[config.mk]
export PLATFORM = sky130hd
export DESIGN_NAME = packet_assembler
export DESIGN_NICKNAME = d
export VERILOG_FILES = /design/src/rtl/packet_assembler.sv
export SDC_FILE = /design/constraint.sdc
export NUM_CORES = 1
export LEC_CHECK = 0
export BUFFER_PORTS_ARGS = -buffer_cell sky130_fd_sc_hd__buf_2
export CAP_MARGIN = 40
export CORE_ASPECT_RATIO = 1.25
export CORE_MARGIN = 2
export CORE_UTILIZATION = 45
export DETAILED_ROUTE_END_ITERATION = 8
export SETUP_SLACK_MARGIN = 0.02
export SLEW_MARGIN = 10
export SYNTH_ARGS = -nofsm -noshare
export SYNTH_HDL_FRONTEND = slang
export SYNTH_SLANG_ARGS = --single-unit
[constraint.sdc]
create_clock -name clk -period 7.3 [get_ports clk]
set_input_delay 0 -clock clk [delete_from_list [all_inputs] [get_ports clk]]
set_output_delay 0 -clock clk [all_outputs]
set_load 0.01 [all_outputs]
[src/rtl/packet_assembler.sv]
`default_nettype none
// ============================================================================
// Module   : packet_assembler
// Brief    : Per-source reassembly of byte flits into 32-bit words, with FIFO.
// Revision : 1.0 - initial release
// ============================================================================
module packet_assembler #(
  parameter  int NODE_ID         = 0,
  parameter  int NODE_COUNT      = 8,
  parameter  int PACKET_ID_WIDTH = 5,
  parameter  int OUT_DEPTH       = 4,
  localparam int NW              = $clog2(NODE_COUNT),
  localparam int PW              = PACKET_ID_WIDTH,
  localparam int FW              = 1 + 2*NW + 8 + PW + 2
) (
  input  logic          clk,
  input  logic          rst_n,
  input  logic          ce,
  input  logic [FW-1:0] flit_in,
  input  logic          flit_valid,
  output logic [31:0]   out_data,
  output logic [NW-1:0] out_src,
  output logic [PW-1:0] out_id,
  output logic          out_valid,
  input  logic          out_ready,
  output logic          err,
  output logic [7:0]    drop_count
);

  localparam int            c_aw    = $clog2(OUT_DEPTH);
  localparam int            c_ew    = NW + PW + 32;
  localparam logic [NW-1:0] c_node  = NODE_ID[NW-1:0];
  localparam logic [c_aw:0] c_depth = OUT_DEPTH[c_aw:0];

  // Flit fields
  logic          w_fv;
  logic [NW-1:0] w_dest;
  logic [7:0]    w_byte;
  logic [PW-1:0] w_id;
  logic [NW-1:0] w_src;
  logic [1:0]    w_idx;

  assign w_fv   = flit_in[FW-1];
  assign w_dest = flit_in[FW-2 -: NW];
  assign w_byte = flit_in[FW-2-NW -: 8];
  assign w_id   = flit_in[NW+2 +: PW];
  assign w_src  = flit_in[2 +: NW];
  assign w_idx  = flit_in[1:0];

  // Assembly slots, one per source node
  logic [31:0]   r_acc  [NODE_COUNT];
  logic [3:0]    r_mask [NODE_COUNT];
  logic [PW-1:0] r_id   [NODE_COUNT];

  logic          w_accept;
  logic [3:0]    w_cur_mask;
  logic [31:0]   w_cur_acc;
  logic [PW-1:0] w_cur_id;
  logic [3:0]    w_bit;
  logic          w_id_hit;
  logic          w_fresh;
  logic [31:0]   w_base_acc;
  logic [4:0]    w_shift;
  logic [31:0]   w_acc_next;
  logic [3:0]    w_mask_next;
  logic          w_err;
  logic          w_complete;

  always_comb begin
    w_accept    = ce && flit_valid && w_fv && (w_dest == c_node);
    w_cur_mask  = r_mask[w_src];
    w_cur_acc   = r_acc[w_src];
    w_cur_id    = r_id[w_src];
    w_bit       = 4'b0001 << w_idx;
    w_id_hit    = (w_cur_id == w_id);
    // An empty slot or a new id restarts the packet from this flit alone
    w_fresh     = (w_cur_mask == 4'b0000) || !w_id_hit;
    w_base_acc  = w_fresh ? 32'h0 : w_cur_acc;
    w_shift     = {w_idx, 3'b000};
    w_acc_next  = (w_base_acc & ~(32'hFF00_0000 >> w_shift)) | ({w_byte, 24'h0} >> w_shift);
    w_mask_next = w_fresh ? w_bit : (w_cur_mask | w_bit);
    w_err       = w_accept && (w_cur_mask != 4'b0000) &&
                  (!w_id_hit || ((w_cur_mask & w_bit) != 4'b0000));
    w_complete  = w_accept && (w_mask_next == 4'b1111);
  end

  always_ff @(posedge clk or negedge rst_n) begin
    if (!rst_n) begin
      for (int i = 0; i < NODE_COUNT; i++) begin
        r_acc[i]  <= '0;
        r_mask[i] <= '0;
        r_id[i]   <= '0;
      end
    end else if (w_accept) begin
      r_acc[w_src]  <= w_acc_next;
      r_id[w_src]   <= w_id;
      r_mask[w_src] <= w_complete ? 4'b0000 : w_mask_next;
    end
  end

  // Output FIFO; pointers carry one extra wrap bit
  logic [c_ew-1:0] r_mem [OUT_DEPTH];
  logic [c_aw:0]   r_wptr;
  logic [c_aw:0]   r_rptr;
  logic [c_aw:0]   w_count;
  logic            w_empty;
  logic            w_full;
  logic            w_pop;
  logic            w_push;
  logic            w_drop;
  logic [c_ew-1:0] w_head;
  logic            r_err;
  logic [7:0]      r_drop;

  assign w_count = r_wptr - r_rptr;
  assign w_empty = (r_wptr == r_rptr);
  assign w_full  = (w_count == c_depth);
  assign w_pop   = ce && !w_empty && out_ready;
  assign w_push  = w_complete && (!w_full || w_pop);
  assign w_drop  = w_complete && w_full && !w_pop;
  assign w_head  = r_mem[r_rptr[c_aw-1:0]];

  always_ff @(posedge clk) begin
    if (w_push) begin
      r_mem[r_wptr[c_aw-1:0]] <= {w_src, w_id, w_acc_next};
    end
  end

  always_ff @(posedge clk or negedge rst_n) begin
    if (!rst_n) begin
      r_wptr <= '0;
      r_rptr <= '0;
      r_err  <= 1'b0;
      r_drop <= 8'h00;
    end else begin
      // w_err already includes ce, so a frozen cycle clears any pulse
      r_err <= w_err;
      if (w_push) begin
        r_wptr <= r_wptr + 1'b1;
      end
      if (w_pop) begin
        r_rptr <= r_rptr + 1'b1;
      end
      if (w_drop && (r_drop != 8'hFF)) begin
        r_drop <= r_drop + 8'h01;
      end
    end
  end

  assign out_valid  = !w_empty;
  assign out_data   = out_valid ? w_head[31:0]       : 32'h0;
  assign out_id     = out_valid ? w_head[32 +: PW]   : '0;
  assign out_src    = out_valid ? w_head[32+PW +: NW] : '0;
  assign err        = r_err;
  assign drop_count = r_drop;

endmodule
`default_nettype wire

-- Word level (Yosys, flattened, before mapping)
Memories as Yosys holds them, arrays and structs flattened.
Index checks and enable logic that the tools add are counted.
Widths: inputs -> output; s select.
- order comparisons: 2
- div/mod/pow operators: 0
- shift operators: 3
- $mul: 0
- equal/unequal tests: 5
- add/sub/neg operators: 4
- bitwise gates (word level): 6
- reductions and logical operators: 24
- multiplexer cells: 26
- operators with widths (kind ; count):
    $bwmux 256 ; 1
    $mux 32 ; 5
    $bmux 32 s3 ; 1
    $demux 32 s3 ; 1
    $bwmux 40 ; 1
    $and 32x32->32 ; 1
    $bwmux 32 ; 1
    $not 32->32 ; 1
    $or 32x32->32 ; 1
    $shr 32x5->32 ; 1
    $shr 32x5->32 const A ; 1
    $mux 4 ; 5
    $mux 5 ; 4
    $bmux 5 s3 ; 1
    $demux 5 s3 ; 1
    $logic_and 1x1->1 ; 13
    $bmux 4 s3 ; 1
    $demux 4 s3 ; 1
    $add 8x1->8 const B ; 1
    $ne 8x8->1 const B ; 1
    $reduce_bool 4->1 ; 2
    $add 3x1->3 const B ; 2
    $eq 5x5->1 ; 1
    $and 4x4->4 ; 1
    other kinds (15) ; 21
- latch bits: 0
- register bits after elaboration: 343
- bits of input ports: 27
- bits in writable memories: 160
- word-level logic and storage cells: 99
- memories kept: 1
- memory bits (read-only): 0
- output and inout bits: 50
- memories (memory ; words ; bits a word ; rd ports ; clocked after Yosys merged registers in ; wr ports ; line ; RTL):
    r_mem ; 4 ; 40 ; 1 ; 0 ; 1 ; 102 ; logic [c_ew-1:0] r_mem [OUT_DEPTH];

-- Logic depth before layout (Yosys ltp)
- depth in word-level cells: 13
- mapped depth: 14

-- Least setup slack after synthesis
No wires, ideal clock.
- path kind: register to register
- from: reg r_id[24] (netlist bit)
- to: mem r_mem[0][0] (netlist bit), enable pin
- period minus slack after synthesis: 3.453 ns
- path buffers: 0
- cell stages (with the launch flop): 8
- required time: 6.899 ns
- arrival time: 3.052 ns
- path slack: 3.847 ns
- cell sequence: dfrtp_1 mux2i_1 mux4_2 xnor2_1 or4_1 nor4b_1 and3_1 and2_1
- longest elaborated chain between the ends: 12
- RTL lines (item ; line ; RTL):
    from (decl) ; 53 ; logic [PW-1:0] r_id [NODE_COUNT];
    from (signal, indexed assignment) ; 96 ; r_id[w_src] <= w_id;
    $bmux 5 s3 ; 73 ; w_cur_id = r_id[w_src];
    $mux 5 (implied by the code) (2 in a row) ; 73 ;
    $eq 5x5->1 ; 75 ; w_id_hit = (w_cur_id == w_id);
    $logic_not 1->1 ; 77 ; w_fresh = (w_cur_mask == 4'b0000) || !w_id_hit;
    $logic_or 1x1->1 ; 77 ;
    $mux 4 ; 81 ; w_mask_next = w_fresh ? w_bit : (w_cur_mask | w_bit);
    $eq 4x4->1 ; 84 ; w_complete = w_accept && (w_mask_next == 4'b1111);
    $logic_and 1x1->1 ; 84 ;
    $logic_and 1x1->1 ; 119 ; assign w_push = w_complete && (!w_full || w_pop);
    $mux 1 ; 124 ; if (w_push) begin
    $mux 1 (implied by the code) ; 125 ; r_mem[r_wptr[c_aw-1:0]] <= {w_src, w_id, w_acc_next};
    to (decl) ; 102 ;
No other way between the ends. The select of a mux whose other input is x is not followed.

-- Final worst setup path
- from: in flit_in[2]
- to: mem r_mem[1][23] (netlist bit), enable pin
- longest elaborated chain between the ends: 13
- elaborated cells on any way between the ends: 18
- those cells by class: eq/ne: 2; mux: 9; bitwise: 2; reduce/logical: 5
- RTL lines (item ; line ; RTL):
    from (decl) ; 19 ; input logic [FW-1:0] flit_in,
    $not 3->4 (implied by the code) * ; 71, 73 ;
    $bmux 5 s3 ; 73 ;
    $mux 5 (implied by the code) (2 in a row) ; 73 ;
    $eq 5x5->1 ; 75 ;
    $logic_not 1->1 ; 77 ;
    $logic_or 1x1->1 ; 77 ;
    $mux 4 * ; 81 ;
    $eq 4x4->1 * ; 84 ;
    $logic_and 1x1->1 * ; 84 ;
    $logic_and 1x1->1 * ; 119 ;
    $mux 1 * ; 124 ;
    $mux 1 (implied by the code) * ; 125 ;
Every way passes the cells marked *; elsewhere a longest branch is shown, timed or not. The select of a mux whose other input is x is not followed.

==> flow_summary.ini <==
[worst_setup_path]
endpoint_kind = flop
critPathRequiredTime_ps = 7500
crit_slowest_cell = or2_0
arrival_ps = 4570
cp_max_fo = 40
crit_path_start_kind = input pin
crit_top_cell = buf_4
crit_chain = dlygate4sd3_1 -> buf_2 -> buf_4 -> or2_0 -> o22ai_1 -> nor2_1 -> xnor2_1 -> or4_1 -> nor4b_1 -> and3_1 -> and2_2 -> buf_4
critical-path-max-stage-delay_ps = 680
worstSetupPathType = in2reg

[routing]
via_count = 14800
drtIter0Drc = 1116
via_per_inst = 5.70
firstDrtPassIters = 5
drc_errors = 0
post_drt_wl_per_cell_um = 21.8
ant_nets = 0
wl_mm = 56.4

[clock_network]
clk_pin_slew_worst_paths_ps = 60
cts.sinks = 503
cts_resized = 0
clock_latency_ps = 580
cts_tree = done
root_buffer = clkbuf_16
numCtsBuffers = 49
h-tree-depth = 2
cts_buffer_depth = 3

[yosys]
synth_edf_count = 160
synth_xor_area_share_pct = 0.680
synthAdderAreaFrac_pct = 0.457
synth_cells = 1859
syn-cell-area_um2 = 21900
yosys-top-cells-count = dfrtp_1, nor2_1, a21oi_1
yosys_register_bits = 503
yosys_warnings = 0
avgSynthCellArea_um2 = 11.8
synth-seq-area-share_pct = 61.1
synth_top_family_by_area = compound AO/OA/AOI/OAI gates
synthSimpleGateAreaFrac_pct = 11.2
netlist_top_cells_area = dfrtp_1, edfxtp_1, a21oi_1, mux4_2, nor2_1
synth_compound_area_share_pct = 15.4
synth_nets = 1894
synth.most_common_cell = dfrtp_1
post-synth-top-area-cell = dfrtp_1
async_reset_ff_share_pct = 68.2
synth_cell_type_count = 60
synth_ff_type = dfrtp_1
synthMuxAreaShare_pct = 7.35
synth_top_area_share_pct = 39.2

[global_route]
grt_max_degree = 129
first_global_vias = 14800
antenna_found_initial = 0
grt-ovfl-total = 0
grt_pass1_wl_mm = 88.1
track_usage_pct = 22.6

[placed_design]
dp_hpwl_mm = 35.0
place_ws_ps = 2960
portBuffers = 76
dp_cells = 2482
gp_congestion = 0.817

[run_status]
status = complete, no violations

[power]
power_w = 0.00692
powerDensity_nw_per_um2 = 278
peakVddDrop_uv = 139
power.leakage_nw = 10.6

[cells_and_area]
nets = 1940
diodes = 0
area_delta_synth_final_pct = 13.6
nFillCells = 4241
drive_above_1_share_pct = 16.8
final_cells = 2588

[timing]
fin_crit_sh_pct = 59.8
setup-tns-final_ps = 0
slew_headroom_pct = 25.4
drv_slew = 0
clock_skew_ps = 21.8
hold_violations = 0
setup_slack_ps = 2930
worst_pin_slew_ps = 1120
setup_viol = 0
max_clock_freq_mhz = 229
min_period_ps = 4370
rsz0062_at_grt = no

[die]
io-pin-count = 77
dieArea_um2 = 50500
die_h_um = 251
coreArea_um2 = 48200
start_util_pct = 45.4
std_cell_rows = 90
fp.dieW_um = 201

[worst_hold_path]
hold_class = in2reg

[job]
maxCapViolations = 0
==> power breakdown <==
group	leakage [nW]	switching, W	internal [W]
logic	3.66	0.000670	0.000559
registers	6.13	0.0000744	0.00305
clock network	0.794	0.00108	0.00148
==> what timing repair did <==
item | 4_1_cts | 5_1_grt
hold buffers | 16 | 0
endpoints found under the hold margin | 230 | 0
buffers inserted | 0 | 0
==> cells by family after synthesis <==
kind of cell               after synthesis
and+or+nand+nor                        570
DFF                                    503
AOI/OAI and AO/OA                      478
buffers and inverters                  185
muxes                                   98
xor gates and xnor gates                17
adders and majority gates                8
==> per-stage QoR <==
step                      area (um2)  hold WS [ps]  util (%)
after floorplan                21900          -296         -
after global placement         22800           172      47.2
after detailed placement       23100           188      47.9
after CTS                      24900          4.73      51.6
after global routing           24900          22.2      51.6
final                          24900          21.8      51.6
==> critical path, delay by kind of cell <==
family / cells / cell delay (ps)
buffers and inverters: 4 / 1960
AO/OA/AOI/OAI: 1 / 240
AND/OR/NAND/NOR: 6 / 2180
XOR/XNOR: 1 / 100
==> layer usage <==
metal	routed length, um	GRT usage (%)	vias to the layer above
met5	0	0	-
met2	27000	36.9	417
met3	3080	3.23	95
met1	24600	31.1	7482
met4	1730	7.94	0
li1	-	-	6759
==> flip-flops by register name, summed over array words and instances (netlist names) <==
| signal | count |
|---|---|
| r_id | 40 |
| r_rptr | 3 |
| err | 1 |
| r_wptr | 3 |
| r_mask | 32 |
| drop_count | 8 |
| r_mem | 160 |
| r_acc | 256 |
==> area by class of cell <==
cell class	instances	area, um2	share of cell area, %
flip-flops and latches	503	13400	53.8
clock buffers	68	1400	5.62
multi-input cells	1171	7770	31.3
inverters	44	165	0.664
repair buffers	136	1100	4.43
well taps	644	806	3.24
clock inverters	22	235	0.946
==> placed cells by master (no fill, tap or decap), types with 27 or more instances in the layout <==
cell / instances
clkbuf_16: 50
and2_1: 44
buf_4: 30
mux4_2: 48
inv_1: 42
nor2_1: 265
dfrtp_1: 341
edfxtp_1: 160
o22ai_1: 71
a21oi_1: 264
buf_2: 75
mux2i_1: 27
nand2_1: 173
==> worst paths after layout <==
kind                                             start                endpoint  slack (ps)  cells after the start
worst max-delay path                        flit_in[2]  r_mem[1][23]$_DFFE_PP_        2930                     12
worst min-delay path                        flit_in[1]           err$_DFF_PN0_          20                      3
worst max register to register    r_id[39]$_DFFE_PN0P_  r_mem[1][23]$_DFFE_PP_        3820                      8
worst min register to register  r_mask[20]$_DFFE_PN0P_  r_mask[20]$_DFFE_PN0P_         470                      2
max in group asynchronous                        rst_n   r_acc[35]$_DFFE_PN0P_        5920                      4
min in group asynchronous                        rst_n  r_mask[15]$_DFFE_PN0P_          50                      2
Power figures use the tool's default switching activity.
